## config.mk

```make
export PLATFORM = sky130hd
export DESIGN_NAME = inst_fetch
export DESIGN_NICKNAME = d
export VERILOG_FILES = /design/src/rtl/fetch_pkg.sv /design/src/rtl/fetch_pc_next.sv /design/src/rtl/inst_fetch.sv
export SDC_FILE = /design/constraint.sdc
export NUM_CORES = 1
export LEC_CHECK = 0
export ABC_AREA = 1
export CAP_MARGIN = 30
export CELL_PAD_IN_SITES_DETAIL_PLACEMENT = 1
export CELL_PAD_IN_SITES_GLOBAL_PLACEMENT = 1
export CORE_MARGIN = 2
export CORE_UTILIZATION = 36
export CTS_CLUSTER_DIAMETER = 150
export DETAILED_ROUTE_END_ITERATION = 6
export GPL_TIMING_DRIVEN = 1
export PLACE_DENSITY = 0.92
export SYNTH_ARGS = -nofsm -noshare
export SYNTH_HDL_FRONTEND = slang
export SYNTH_HIERARCHICAL = 1
export SYNTH_SLANG_ARGS = --single-unit
export TNS_END_PERCENT = 100
```

## constraint.sdc

```tcl
create_clock -name CLK -period 3.17 [get_ports CLK]
set_input_delay 0.7925 -clock CLK [delete_from_list [all_inputs] [get_ports CLK]]
set_output_delay 0.7925 -clock CLK [all_outputs]
set_load 0.03 [all_outputs]
```

## src/rtl/fetch_pkg.sv

```systemverilog
`default_nettype none
// ============================================================================
// Module      : fetch_pkg
// Description : Shared definitions for the instruction fetch unit:
//               default widths, fetch state encoding, per-cycle fetch
//               action encoding and the program-counter reset value.
// Revision    : 1.0 - initial release
// ============================================================================
package fetch_pkg;

  localparam int FETCH_ADDR_W = 16;
  localparam int FETCH_INST_W = 10;
  localparam int FETCH_OFF_W  = 8;

  // Execution always begins at address zero.
  localparam int C_RESET_PC = 0;

  typedef enum logic [1:0] {
    ST_IDLE   = 2'd0,
    ST_RUN    = 2'd1,
    ST_HALTED = 2'd2
  } fetch_state_t;

  // What the fetch stage does this cycle while running, highest priority first.
  typedef enum logic [2:0] {
    ACT_HALT   = 3'd0,
    ACT_JUMP   = 3'd1,
    ACT_BRANCH = 3'd2,
    ACT_STALL  = 3'd3,
    ACT_FETCH  = 3'd4
  } fetch_act_t;

endpackage : fetch_pkg
`default_nettype wire

```

## src/rtl/fetch_pc_next.sv

```systemverilog
`default_nettype none
// ============================================================================
// Module      : fetch_pc_next
// Description : Combinational next-PC selection for the fetch unit.
//               Priority: halt > jump > branch > stall > sequential.
//               Redirects only act when the fetch register holds a live word.
//               Branch target is inst_pc + sign-extended offset, modulo
//               2^ADDR_W; sequential increment wraps likewise.
// Ports       : pc, inst_pc, inst_valid      - current fetch state
//               halt, stall                  - decoder control
//               jump_en, jump_target         - absolute redirect
//               branch_en, branch_off        - relative redirect
//               pc_next, act                 - selected PC and action
// Revision    : 1.0 - initial release
// ============================================================================
module fetch_pc_next
  import fetch_pkg::*;
#(
  parameter int ADDR_W = FETCH_ADDR_W,
  parameter int OFF_W  = FETCH_OFF_W
) (
  input  logic [ADDR_W-1:0] pc,
  input  logic [ADDR_W-1:0] inst_pc,
  input  logic              inst_valid,
  input  logic              halt,
  input  logic              stall,
  input  logic              jump_en,
  input  logic [ADDR_W-1:0] jump_target,
  input  logic              branch_en,
  input  logic [OFF_W-1:0]  branch_off,
  output logic [ADDR_W-1:0] pc_next,
  output fetch_act_t        act
);

  logic [ADDR_W-1:0] w_off_sext;

  assign w_off_sext = {{(ADDR_W-OFF_W){branch_off[OFF_W-1]}}, branch_off};

  always_comb begin
    act     = ACT_FETCH;
    pc_next = pc + ADDR_W'(1);
    if (halt) begin
      act     = ACT_HALT;
      pc_next = pc;
    end else if (jump_en && inst_valid) begin
      act     = ACT_JUMP;
      pc_next = jump_target;
    end else if (branch_en && inst_valid) begin
      act     = ACT_BRANCH;
      pc_next = inst_pc + w_off_sext;
    end else if (stall) begin
      act     = ACT_STALL;
      pc_next = pc;
    end
  end

endmodule : fetch_pc_next
`default_nettype wire

```

## src/rtl/inst_fetch.sv

```systemverilog
`default_nettype none
// ============================================================================
// Module      : inst_fetch
// Description : Instruction fetch unit. Owns the PC, addresses the
//               instruction ROM and registers the returned word into a
//               one-stage fetch register for the decoder.
// Ports       : CLK, reset (sync, active-high), start
//               InstAddress -> ROM, InstIn <- ROM
//               inst_out / inst_pc / inst_valid - fetch register
//               stall, jump_en/jump_target, branch_en/branch_off, halt
//               done (HALTED), inst_count (retired instructions)
// Option      : INST_FETCH_COUNT_EN - when defined, inst_count counts
//               retired instructions (saturating); otherwise tied to 0.
// Revision    : 1.0 - initial release
// ============================================================================
module inst_fetch
  import fetch_pkg::*;
#(
  parameter int ADDR_W = FETCH_ADDR_W,
  parameter int INST_W = FETCH_INST_W,
  parameter int OFF_W  = FETCH_OFF_W
) (
  input  logic              CLK,
  input  logic              reset,
  input  logic              start,
  output logic [ADDR_W-1:0] InstAddress,
  input  logic [INST_W-1:0] InstIn,
  output logic [INST_W-1:0] inst_out,
  output logic [ADDR_W-1:0] inst_pc,
  output logic              inst_valid,
  input  logic              stall,
  input  logic              jump_en,
  input  logic [ADDR_W-1:0] jump_target,
  input  logic              branch_en,
  input  logic [OFF_W-1:0]  branch_off,
  input  logic              halt,
  output logic              done,
  output logic [ADDR_W-1:0] inst_count
);

  localparam logic [ADDR_W-1:0] C_PC0 = ADDR_W'(C_RESET_PC);

  fetch_state_t      state_q, state_d;
  logic [ADDR_W-1:0] pc_q, pc_d;
  logic [INST_W-1:0] inst_out_q, inst_out_d;
  logic [ADDR_W-1:0] inst_pc_q, inst_pc_d;
  logic              inst_valid_q, inst_valid_d;

  logic [ADDR_W-1:0] w_pc_next;
  fetch_act_t        w_act;

  fetch_pc_next #(
    .ADDR_W (ADDR_W),
    .OFF_W  (OFF_W)
  ) u_pc_next (
    .pc          (pc_q),
    .inst_pc     (inst_pc_q),
    .inst_valid  (inst_valid_q),
    .halt        (halt),
    .stall       (stall),
    .jump_en     (jump_en),
    .jump_target (jump_target),
    .branch_en   (branch_en),
    .branch_off  (branch_off),
    .pc_next     (w_pc_next),
    .act         (w_act)
  );

  always_comb begin
    state_d      = state_q;
    pc_d         = pc_q;
    inst_out_d   = inst_out_q;
    inst_pc_d    = inst_pc_q;
    inst_valid_d = inst_valid_q;
    case (state_q)
      ST_IDLE: begin
        pc_d = C_PC0;
        if (start) begin
          state_d = ST_RUN;
        end
      end
      ST_RUN: begin
        pc_d = w_pc_next;
        case (w_act)
          ACT_HALT: begin
            state_d      = ST_HALTED;
            inst_valid_d = 1'b0;
          end
          // A redirect squashes the wrong-path word already in flight.
          ACT_JUMP, ACT_BRANCH: begin
            inst_valid_d = 1'b0;
          end
          ACT_STALL: begin
          end
          default: begin
            inst_out_d   = InstIn;
            inst_pc_d    = pc_q;
            inst_valid_d = 1'b1;
          end
        endcase
      end
      ST_HALTED: begin
        if (start) begin
          state_d      = ST_RUN;
          pc_d         = C_PC0;
          inst_out_d   = '0;
          inst_pc_d    = '0;
          inst_valid_d = 1'b0;
        end
      end
      default: begin
        state_d = ST_IDLE;
      end
    endcase
  end

  always_ff @(posedge CLK) begin
    if (reset) begin
      state_q      <= ST_IDLE;
      pc_q         <= C_PC0;
      inst_out_q   <= '0;
      inst_pc_q    <= '0;
      inst_valid_q <= 1'b0;
    end else begin
      state_q      <= state_d;
      pc_q         <= pc_d;
      inst_out_q   <= inst_out_d;
      inst_pc_q    <= inst_pc_d;
      inst_valid_q <= inst_valid_d;
    end
  end

`ifdef INST_FETCH_COUNT_EN
  logic [ADDR_W-1:0] count_q, count_d;

  always_comb begin
    count_d = count_q;
    if (start && (state_q != ST_RUN)) begin
      count_d = '0;
    end else if ((state_q == ST_RUN) && inst_valid_q && !stall && !halt
                 && (count_q != {ADDR_W{1'b1}})) begin
      count_d = count_q + ADDR_W'(1);
    end
  end

  always_ff @(posedge CLK) begin
    if (reset) begin
      count_q <= '0;
    end else begin
      count_q <= count_d;
    end
  end

  assign inst_count = count_q;
`else
  assign inst_count = '0;
`endif

  assign InstAddress = pc_q;
  assign inst_out    = inst_out_q;
  assign inst_pc     = inst_pc_q;
  assign inst_valid  = inst_valid_q;
  assign done        = (state_q == ST_HALTED);

endmodule : inst_fetch
`default_nettype wire

```

==> results of run 1 <==
==> power groups by stage <==
| stage | Clock, W | Combinational (W) | Sequential [W] |
|---|---|---|---|
| detailed placement | 0 | 0.000735 | 0.000665 |
| floorplan | 0 | 0.000418 | 0.000731 |
| global placement | 0 | 0.000705 | 0.000663 |
| finish | 0.000611 | 0.000743 | 0.000652 |
| CTS | 0.000624 | 0.000743 | 0.000653 |
| global route | 0.000643 | 0.000816 | 0.000659 |
==> cell usage in the layout (no fill, tap or decap), types with 2 or more instances in the layout <==
cell / n
nand2_1: 200
nor2_1: 119
inv_1: 112
clkdlybuf4s50_1: 82
nand3_1: 54
dfxtp_1: 45
a21oi_1: 44
conb_1: 16
ha_1: 16
o21ai_0: 15
buf_4: 11
nand4_1: 10
nand2_2: 7
o21ai_1: 7
nor2_2: 5
clkbuf_16: 5
inv_2: 4
a21oi_2: 4
nand2_4: 3
nor2_4: 3
o211ai_1: 3
xor2_1: 3
nor3_1: 2
nand3b_1: 2
nor2_8: 2
o22ai_1: 2
xnor2_1: 2
==> cells by family (layout without fill, tap and decap cells) <==
group,count (synthesis),count (layout),synth area share
other cells,1,16,0.000919
simple gates,409,409,0.432
xor+xnor,5,5,0.0107
buf+inv,155,218,0.170
flops,45,45,0.221
compound gates,82,82,0.111
fa+ha+maj,17,17,0.0540
==> repair_timing <==
item / CTS / global route
gates resized for setup: 0 / 1
endpoints found under the setup margin: 0 / 1
hold buffers: 0 / 0
==> critical path, stage by stage <==
cell and delay (ns):
clkdlybuf4s50_1 0.41, ha_1 0.23, fa_1 0.42, nand3_1 0.10, nand3_1 0.17, nand2_1 0.11
nand2_1 0.08, xor2_1 0.21, o21ai_1 0.10, a21oi_1 0.14, nand2_1 0.07, a21oi_1 0.19
==> layer usage <==
layer | share of wire | GRT usage | vias up
li1 | - | - | 2333
met1 | 0.43 | 0.311 | 2290
met2 | 0.50 | 0.437 | 120
met3 | 0.045 | 0.0379 | 30
met4 | 0.033 | 0.0900 | 0
met5 | 0 | 0 | -
==> cell usage after synthesis <==
cell type	instances
nor2_4	3
nor2_1	119
a21o_1	1
nand4_1	10
o21ai_0	15
nand3_4	1
nand3_1	54
a31oi_1	1
buf_2	7
nand2_2	7
nand2_4	3
fa_1	1
nand3b_1	2
nand2_1	200
ha_1	16
xnor2_1	2
o21ai_2	1
nor2_2	5
a21oi_1	44
nor3_1	2
a21oi_2	4
o21bai_1	1
o21ai_1	7
o221ai_1	1
o22ai_1	2
o211ai_1	3
inv_2	4
buf_4	18
conb_1	1
buf_1	3
o21a_1	1
buf_6	5
clkbuf_1	6
dfxtp_1	45
inv_1	112
o31ai_1	1
xor2_1	3
nor2_8	2
or2_1	1
==> through the flow <==
stage	total power [W]	hold WS, ns	TNS [ns]	util	std cells
floorplan	0.00115	0.551	0	-	729
global placement	0.00137	0.497	0	0.456	925
detailed placement	0.00140	0.519	-0.000156	0.456	925
CTS	0.00202	0.528	0	0.470	932
global route	0.00212	0.565	0	0.471	932
finish	0.00201	0.520	0	0.471	932
==> worst paths after layout <==
kind,cells past startpoint,from,slack [ns],to
worst max-delay path,12,branch_off[0],0.36,InstAddress[6]
worst min-delay path,4,inst_out[8],0.52,inst_out[8]
worst max register to register,11,inst_pc[0],0.88,InstAddress[6]
worst min register to register,4,inst_out[8],0.52,inst_out[8]
==> flip-flops by register name, summed over array words and instances, names as in the netlist <==
signal       flops
InstAddress     16
inst_out        10
inst_pc         16
inst_valid       1
state_q          2
==> area by class of cell <==
cell class              instances  area share
clock buffers                   5      0.0243
clock inverters                 2     0.00681
inverters                     116      0.0846
multi-input cells             529       0.493
flip-flops and latches         45       0.175
well taps                     140      0.0340
repair buffers                 95       0.182
==> results.yml, run 1 <==
pwr:
  power_frac_clock: 0.304
  power.internal_w: 0.00124
  power.leakage_nw: 2.56
  comb_power_share: 0.370
  p_per_area_nw_per_um2: 390
  p_sw_frac: 0.382
  p_sw_w: 0.000766
  power_frac_seq: 0.325
  ir_drop_uv: 275
sta:
  finalSetupViolCount: 0
  finalHoldViolations: 0
  skew_ns: 0.00570
  relSlewSlack: 0.395
  tightest_slew_ns: 0.906
  max_freq_mhz: 356
  fin_crit_sh: 0.886
  fin_ws_ns: 0.360
  rsz0062_at_grt: "false"
  period_minus_slack_ns: 2.81
  slew_violations: 0
synth:
  synth.distinct_cells: 39
  synth_top_cell_by_area: "dfxtp_1"
  synth_top_area_frac: 0.221
  ys_seq_area_frac: 0.221
  syn_area_per_cell_um2: 5.71
  synth.cell_area_um2: 4080
  netlist_instances: 714
  synth.area.top_cells: "dfxtp_1 22%, nand2_1 18%, nor2_1 11%, inv_1 10%, nand3_1 6.6%"
  synth-seq-cells: 45
  yosys_warnings: 6
route:
  firstDrtPassIters: 4
  ant_nets: 0
  vias_per_cell: 5.12
  dr_total_vias: 4773
  drt_first_iter_violations: 221
  wl_um: 15600
  drc: 0
  wl_per_cell_um: 16.7
global_route:
  grt_pass1_wl_um: 25200
  globalRoute.totalOverflow: 0
  grtUsageTotal: 0.250
  antenna_found_initial: 0
  grt_max_degree: 51
  grt_pass1_vias: 4961
cells_and_area:
  regArea_um2: 901
  syn_to_final_growth_pct: 26.2
  final_layout_size_suffix_gt1_frac: 0.0619
  insertedDiodeCount: 0
  fin_area_um2: 5150
  fill_cells: 1562
  multi_input_area_um2: 2540
  layout.nets: 850
clock_network:
  cts_tree: "done"
  cts_made_buffers: 5
  cts_setup_buffers: 0
  clock_sinks: 45
  clkSlewWorstSetupHoldPaths_ns: 0.07
  cts_max_level: 2
  clk_latency_ns: 0.29
  cts_buffer_depth: 2
  cts_root_buf: "clkbuf_16"
floorplan:
  fp.dieW_um: 110
  core_area_um2: 10900
  rows: 38
  die_area_um2: 12200
  die_y_um: 110
  io_pins: 101
  start_util: 0.373
placement:
  place_area_um2: 4980
  gp_congestion: 0.901
  dpl.hpwl_um: 11800
  place_ws_ns: -0.000156
  portBuffers: 84
worst_setup_path:
  cp.required_ns: 3.38
  worstSetupStartpointType: "input port"
  crit_path_end_kind: "flip-flop"
  cp_data_arrival_time_ns: 3.02
  crit_type: "in -> reg"
  worst-path-max-fanout: 4
worst_hold_path:
  hold_class: "reg -> reg"
job:
  max-cap-violations: 0
run_status:
  outcome: "finished, final reports clean"
Power figures use the tool's default switching activity.
==> run 2: changes to the inputs <==
CAP_MARGIN = 20   (was 30)
SKIP_LAST_GASP = 1   (was not set)
==> results of run 2 <==
No change in the layout: final DEF, timing and power equal those of run 1.
==> run 3: changes to the inputs <==
SKIP_LAST_GASP = not set   (was 1)
==> results of run 3 <==
No change in the layout: final DEF, timing and power equal those of run 1.
